===== src/rtl/io_conditioner.sv =====
// Multi-channel input conditioner: synchroniser, counter debounce, registered
// rise/fall pulses and optional hold-to-repeat press pulses per channel.
module io_conditioner #(
    parameter int unsigned N_CH            = 2,
    parameter int unsigned SYNC_STAGES     = 2,
    parameter int unsigned DEBOUNCE_CYCLES = 16,
    parameter int unsigned REPEAT_EN       = 0,
    parameter int unsigned REPEAT_DELAY    = 8,
    parameter int unsigned REPEAT_PERIOD   = 3
) (
    input  logic            clk,
    input  logic            reset,
    input  logic [N_CH-1:0] raw_i,
    output logic [N_CH-1:0] level_o,
    output logic [N_CH-1:0] rise_o,
    output logic [N_CH-1:0] fall_o,
    output logic [N_CH-1:0] press_o
);

    localparam int unsigned    DbW    = $clog2(DEBOUNCE_CYCLES + 1);
    localparam logic [DbW-1:0] DbLast = DbW'(DEBOUNCE_CYCLES - 1);

    logic [SYNC_STAGES-1:0][N_CH-1:0] sync_q;
    logic [N_CH-1:0]                  sync_s;

    always_ff @(posedge clk or negedge reset) begin
        if (!reset) begin
            sync_q <= '0;
        end else begin
            sync_q <= {sync_q[SYNC_STAGES-2:0], raw_i};
        end
    end

    assign sync_s = sync_q[SYNC_STAGES-1];

    for (genvar c = 0; c < N_CH; c++) begin : g_ch
        logic [DbW-1:0] db_cnt_q, db_cnt_d;
        logic           level_q, level_d;
        logic           rise_q, rise_d;
        logic           fall_q, fall_d;
        logic           update;

        // Level flips only after DEBOUNCE_CYCLES consecutive mismatching samples.
        always_comb begin
            update   = (sync_s[c] != level_q) && (db_cnt_q == DbLast);
            level_d  = update ? sync_s[c] : level_q;
            rise_d   = update && sync_s[c];
            fall_d   = update && !sync_s[c];
            db_cnt_d = db_cnt_q + DbW'(1);
            if ((sync_s[c] == level_q) || update) begin
                db_cnt_d = '0;
            end
        end

        always_ff @(posedge clk or negedge reset) begin
            if (!reset) begin
                db_cnt_q <= '0;
                level_q  <= 1'b0;
                rise_q   <= 1'b0;
                fall_q   <= 1'b0;
            end else begin
                db_cnt_q <= db_cnt_d;
                level_q  <= level_d;
                rise_q   <= rise_d;
                fall_q   <= fall_d;
            end
        end

        assign level_o[c] = level_q;
        assign rise_o[c]  = rise_q;
        assign fall_o[c]  = fall_q;

        if (REPEAT_EN != 0) begin : g_repeat
            localparam int unsigned RpMax = (REPEAT_DELAY > REPEAT_PERIOD) ?
                                            REPEAT_DELAY : REPEAT_PERIOD;
            localparam int unsigned RpW   = (RpMax > 1) ? $clog2(RpMax) : 1;

            logic [RpW-1:0] rp_cnt_q, rp_cnt_d;
            logic           rp_arm_q, rp_arm_d;
            logic           press_q, press_d;
            logic           rp_hit;

            // rp_arm marks that the first (delayed) repeat has fired; after that
            // the counter wraps at REPEAT_PERIOD.
            always_comb begin
                rp_cnt_d = '0;
                rp_arm_d = 1'b0;
                rp_hit   = 1'b0;
                press_d  = rise_d;
                if (level_q && !fall_d) begin
                    rp_hit   = rp_arm_q ? (rp_cnt_q == RpW'(REPEAT_PERIOD - 1)) :
                                          (rp_cnt_q == RpW'(REPEAT_DELAY - 1));
                    press_d  = rp_hit;
                    rp_arm_d = rp_arm_q | rp_hit;
                    rp_cnt_d = rp_hit ? '0 : rp_cnt_q + RpW'(1);
                end
            end

            always_ff @(posedge clk or negedge reset) begin
                if (!reset) begin
                    rp_cnt_q <= '0;
                    rp_arm_q <= 1'b0;
                    press_q  <= 1'b0;
                end else begin
                    rp_cnt_q <= rp_cnt_d;
                    rp_arm_q <= rp_arm_d;
                    press_q  <= press_d;
                end
            end

            assign press_o[c] = press_q;
        end else begin : g_no_repeat
            assign press_o[c] = rise_q;
        end
    end

endmodule


===== config.mk =====
export PLATFORM = sky130hd
export DESIGN_NAME = io_conditioner
export DESIGN_NICKNAME = d
export VERILOG_FILES = /design/src/rtl/io_conditioner.sv
export SDC_FILE = /design/constraint.sdc
export NUM_CORES = 1
export LEC_CHECK = 0
export CORE_AREA = 2 2 46 48
export CTS_CLUSTER_DIAMETER = 150
export DETAILED_ROUTE_END_ITERATION = 12
export DIE_AREA = 0 0 48 50
export PLACE_DENSITY_LB_ADDON = 0.2
export SLEW_MARGIN = 20
export SYNTH_ARGS = -nofsm -noshare
export SYNTH_HDL_FRONTEND = slang
export SYNTH_SLANG_ARGS = --single-unit

===== constraint.sdc =====
create_clock -name clk -period 4.3 [get_ports clk]
set_clock_uncertainty 0.15 [all_clocks]
set_input_delay 1.075 -clock clk [delete_from_list [all_inputs] [get_ports clk]]
set_output_delay 1.075 -clock clk [all_outputs]
set_load 0.1 [all_outputs]

; After elaboration in Yosys (flattened, before gate mapping)
; Index checks and enable logic that the tools add are counted.
[classes]
muxes = 2
n_addsub = 2
eq_ne = 6
n_reduce_logical = 10
[ops]
columns = operator, count
row1 = adder 5 x 1 -> 5 bit (second input constant), 2
row2 = equality test 5 x 4 -> 1 bit (second input constant), 2
row3 = 2-to-1 mux 5 bit, 2
row4 = logical AND 1 bit, 6
row5 = equality test 1 bit, 2
row6 = logical NOT 1 bit, 2
row7 = logical OR 1 bit, 2
row8 = inequality test 1 bit, 2
[word_totals]
input_bits = 4
reg_bits = 20
output_inout_bits = 8

; Longest topological paths before layout
[depth]
ltp_word = 4
mapped_depth = 5
mapped_depth_nobuf = 5

; Worst setup path after synthesis
; OpenSTA, ideal clock, no wires.
[synth_path]
kind = reg-to-output
start = reg g_ch[0].level_q
end = out level_o[0]
arrival_time_ps = 666
n_path_buf = 1
stages_incl_launch_ff = 2
required_ps = 3075
path_slack_ps = 2409
cell_sequence = dfrtp_1 -> buf_4
[synth_lines]
columns = element, line
row1 = "start, declared", 38  ; logic level_q, level_d;
row2 = "start signal, assigned", 63  ; level_q <= level_d;
row3 = "end, declared", 14  ; output logic [N_CH-1:0] level_o,
; No word-level cell between the ends.

; Worst setup path after layout
[layout_path]
start = reg g_ch[0].level_q
end = out level_o[0]
; No word-level cell between the ends.

==> metrics.md <==
| Metric | Value |
|---|---|
| Initial antenna violation count | 0 |
| M1 wire length | 494 um |
| Core area | 1900 sq um |
| Nature of the critical path startpoint | register |
| Crit. End Element | primary output |
| Post-synth EDFFs | 0 |
| Largest net degree at the start of global routing | 21 |
| P_int | 0.000254 W |
| Clock power frac | 32.7% |
| Die Wd | around 48 um |
| Yosys top cell area share | 59.3% |
| Mean Syn Cell Area | between 10 and 15 sq um |
| # fillers | approximately 160 |
| Synth area leaders | dfrtp_1, ha_1, buf_4, xnor2_1, nor3_1 |
| Gr usage total | a little under an eighth |
| Final Setup Violations | 0 |
| Routed via count | approximately 470 |
| Lkg Pwr | about 0.43 nW |
| Cell Pwr Density | between 300 and 400 nW/um^2 |
| Register area share after synthesis | 59.3% |
| Part of the power in registers | 62.1% |
| Vias in the first global route | ~440 |
| Status | completed |
| Met3 WL | about 40 um |
| Hold/Removal Path Class | reg2reg |
| Row count | 16 |
| NetSw | 0.0000673 W |
| Max Root-Sink Buffers | 2 |
| Pre-Repair DR Iteration Count | 1 |
| CTS resizes | 0 |
| DRT antenna net count | 0 |
| Avg WL per Cell | 10.7 um |
| Clk slew on worst S/H paths | around 100 ps |
| Post-synth ARST share | 100% |
| Num CTS Buffers | 3 |
| Max-cap viol count | 0 |
| Detailed-placement wirelength estimate | ~800 um |
| Slew of the pin with the lowest slew margin | about 970 ps |
| Relative slew slack | about a third |
| First-pass GRT wire length | between 1.5 and 2 mm |
| Total clock sinks | 20 |
| Logic pwr share | under 10% |
| DIE HEIGHT | about 50 um |
| Fmax | 324 MHz |
| Max stage delay on crit path | 1150 ps |
| Die Area | approximately 2400 sq um |
| Largest area contributor in the netlist | dfrtp_1 |
| Buf/Inv on CP | 1 |
| # diodes | 0 |
| Root buf cell | clkbuf_4 |
| Synth top cells by count | dfrtp_1, buf_4, nor3_1 |
| Worst Setup Path Type | reg2out |
| Hold buffers post-CTS | 0 |
| Count leader, synth | dfrtp_1 |
| Largest delay share family, worst path | buffers and inverters |
| Layout cells sized above 1 | under 10% |
| Vias per cell | between 4 and 5 |
| Setup repair after global routing missed its margin | false |
| H-tree depth | 1 |
| Top Layer Used | met4 |
| Overall power | ~0.00032 W |
| Unique masters post-synth | 17 |
| Worst-Skew Late Latency | between 200 and 300 ps |
| Initial Util | 44.3% |
| Critical path peak fanout | 4 |
| GRT overflow | 0 |
| Syn. warnings | 0 |
| Boundary Pins | 12 |
| Metal2 WL | slightly above 500 um |
| Minimum clock period | between 3000 and 4000 ps |
| Setup TNS | 0 ps |
| Synthesized instance count | between 60 and 70 |
| Synthesized Nets | 74 |
| Worst path cell trace | clkdlybuf4s50_1 |
| Register Area | about 500 sq um |
| Largest vdd supply drop | roughly 0.14 mV |
| Top FF cell, synth | dfrtp_1 |
| Sw frac | between 20% and 30% |
| Number of nets in the layout | 82 |
| Area of the multi-input gates | 272 sq um |
| Worst Path Arrival | 1860 ps |
| Slew Limit Fails | 0 |
| CTS tree | done |
| Drt initial violations | 0 |
| Synth-to-Final Area Change | 14.2% |
| Crit share post-route | between 70 and 80% |
| DRC | 0 |
| # port buffers | 11 |
| Critical Path Slowest Stage Cell | clkdlybuf4s50_1 |
| Final hold vios | 0 |
| Post-CTS Setup Bufs | 0 |
| Final wirelength | 1.06 mm |
| Routability cong. | 0.736 |
| Synth Register Bits | 20 |
| Synth Cell Area | approximately 840 sq um |
| WP data required | between 3000 and 4000 ps |
## flip-flops by register name, summed over array words and instances, names as in the netlist
register,count
sync_q,2
g_ch.rise_q,2
g_ch.db_cnt_q,10
sync_s,2
g_ch.level_q,2
g_ch.fall_q,2
## metrics by stage
| stage | cell area (sq um) | std cells | worst slack (ps) | hold WS, ps | utilization [%] |
|---|---|---|---|---|---|
| final | 963 | 99 | 1220 | 221 | 50.7 |
| after global routing | 963 | 99 | 1140 | 239 | 50.7 |
| after CTS | 963 | 99 | 1200 | 227 | 50.7 |
| after detailed placement | 927 | 95 | 1550 | 201 | 48.8 |
| after global placement | 927 | 95 | 1560 | 184 | 48.8 |
| after floorplan | 843 | 65 | 2410 | 181 | - |
## kinds of logic (layout without fill, tap and decap cells)
family	after synthesis	count (layout)	synth area share [%]
buf+inv	11	18	8.46
fa+ha+maj	5	5	7.42
xor+xnor	4	4	4.15
mux	1	1	1.34
flops	20	20	59.3
simple gates	19	19	15.7
compound gates	5	5	3.56
## cell type report
| cell class | instances | share of cell area [%] |
|---|---|---|
| Inverter | 3 | 1.17 |
| Multi-Input combinational cell | 34 | 28.2 |
| Timing Repair Buffer | 11 | 11.4 |
| Tap cell | 27 | 3.51 |
| Clock buffer | 4 | 3.77 |
| Sequential cell | 20 | 51.9 |
## worst paths after layout
path | start | to | slack [ps] | cells after the start
min in group asynchronous | reset | g_ch[1].db_cnt_q[4] | 1100 | 1
setup reg to reg | g_ch[0].db_cnt_q[0] | g_ch[0].db_cnt_q[3] | 2610 | 5
max in group asynchronous | reset | g_ch[0].db_cnt_q[0] | 2380 | 1
hold reg to reg | sync_q[1] | sync_s[1] | 220 | 0
hold / removal | sync_q[1] | sync_s[1] | 220 | 0
setup / recovery | g_ch[0].level_q | level_o[0] | 1220 | 1
## layer usage
| metal | up-vias | track usage, % |
|---|---|---|
| met2 | 11 | 16.7 |
| li1 | 230 | - |
| met5 | - | 0 |
| met1 | 231 | 14.8 |
| met4 | 0 | 6.76 |
| met3 | 2 | 3.30 |
## power by group through the flow
stage	Combinational (W)	Clock (W)	Sequential (W)
after detailed placement	0.0000177	0	0.000203
after CTS	0.0000178	0.000110	0.000200
after floorplan	0.00000982	0	0.000202
final	0.0000170	0.000105	0.000200
after global routing	0.0000199	0.000125	0.000201
after global placement	0.0000173	0	0.000203
## cells in the final DEF, fill, tap and decap left out
| master | instances |
|---|---|
| clkbuf_4 | 3 |
| mux2_1 | 1 |
| and3_1 | 2 |
| nor4_2 | 2 |
| clkbuf_8 | 1 |
| nand2_1 | 1 |
| inv_1 | 3 |
| and3b_1 | 2 |
| nor2_1 | 1 |
| o21ai_1 | 1 |
| and4_1 | 2 |
| dfrtp_1 | 20 |
| o21bai_1 | 2 |
| ha_1 | 5 |
| clkdlybuf4s50_1 | 11 |
| nor3_1 | 6 |
| xnor2_1 | 4 |
| nor3b_1 | 3 |
| a21oi_1 | 2 |
Power figures use the tool's default switching activity.
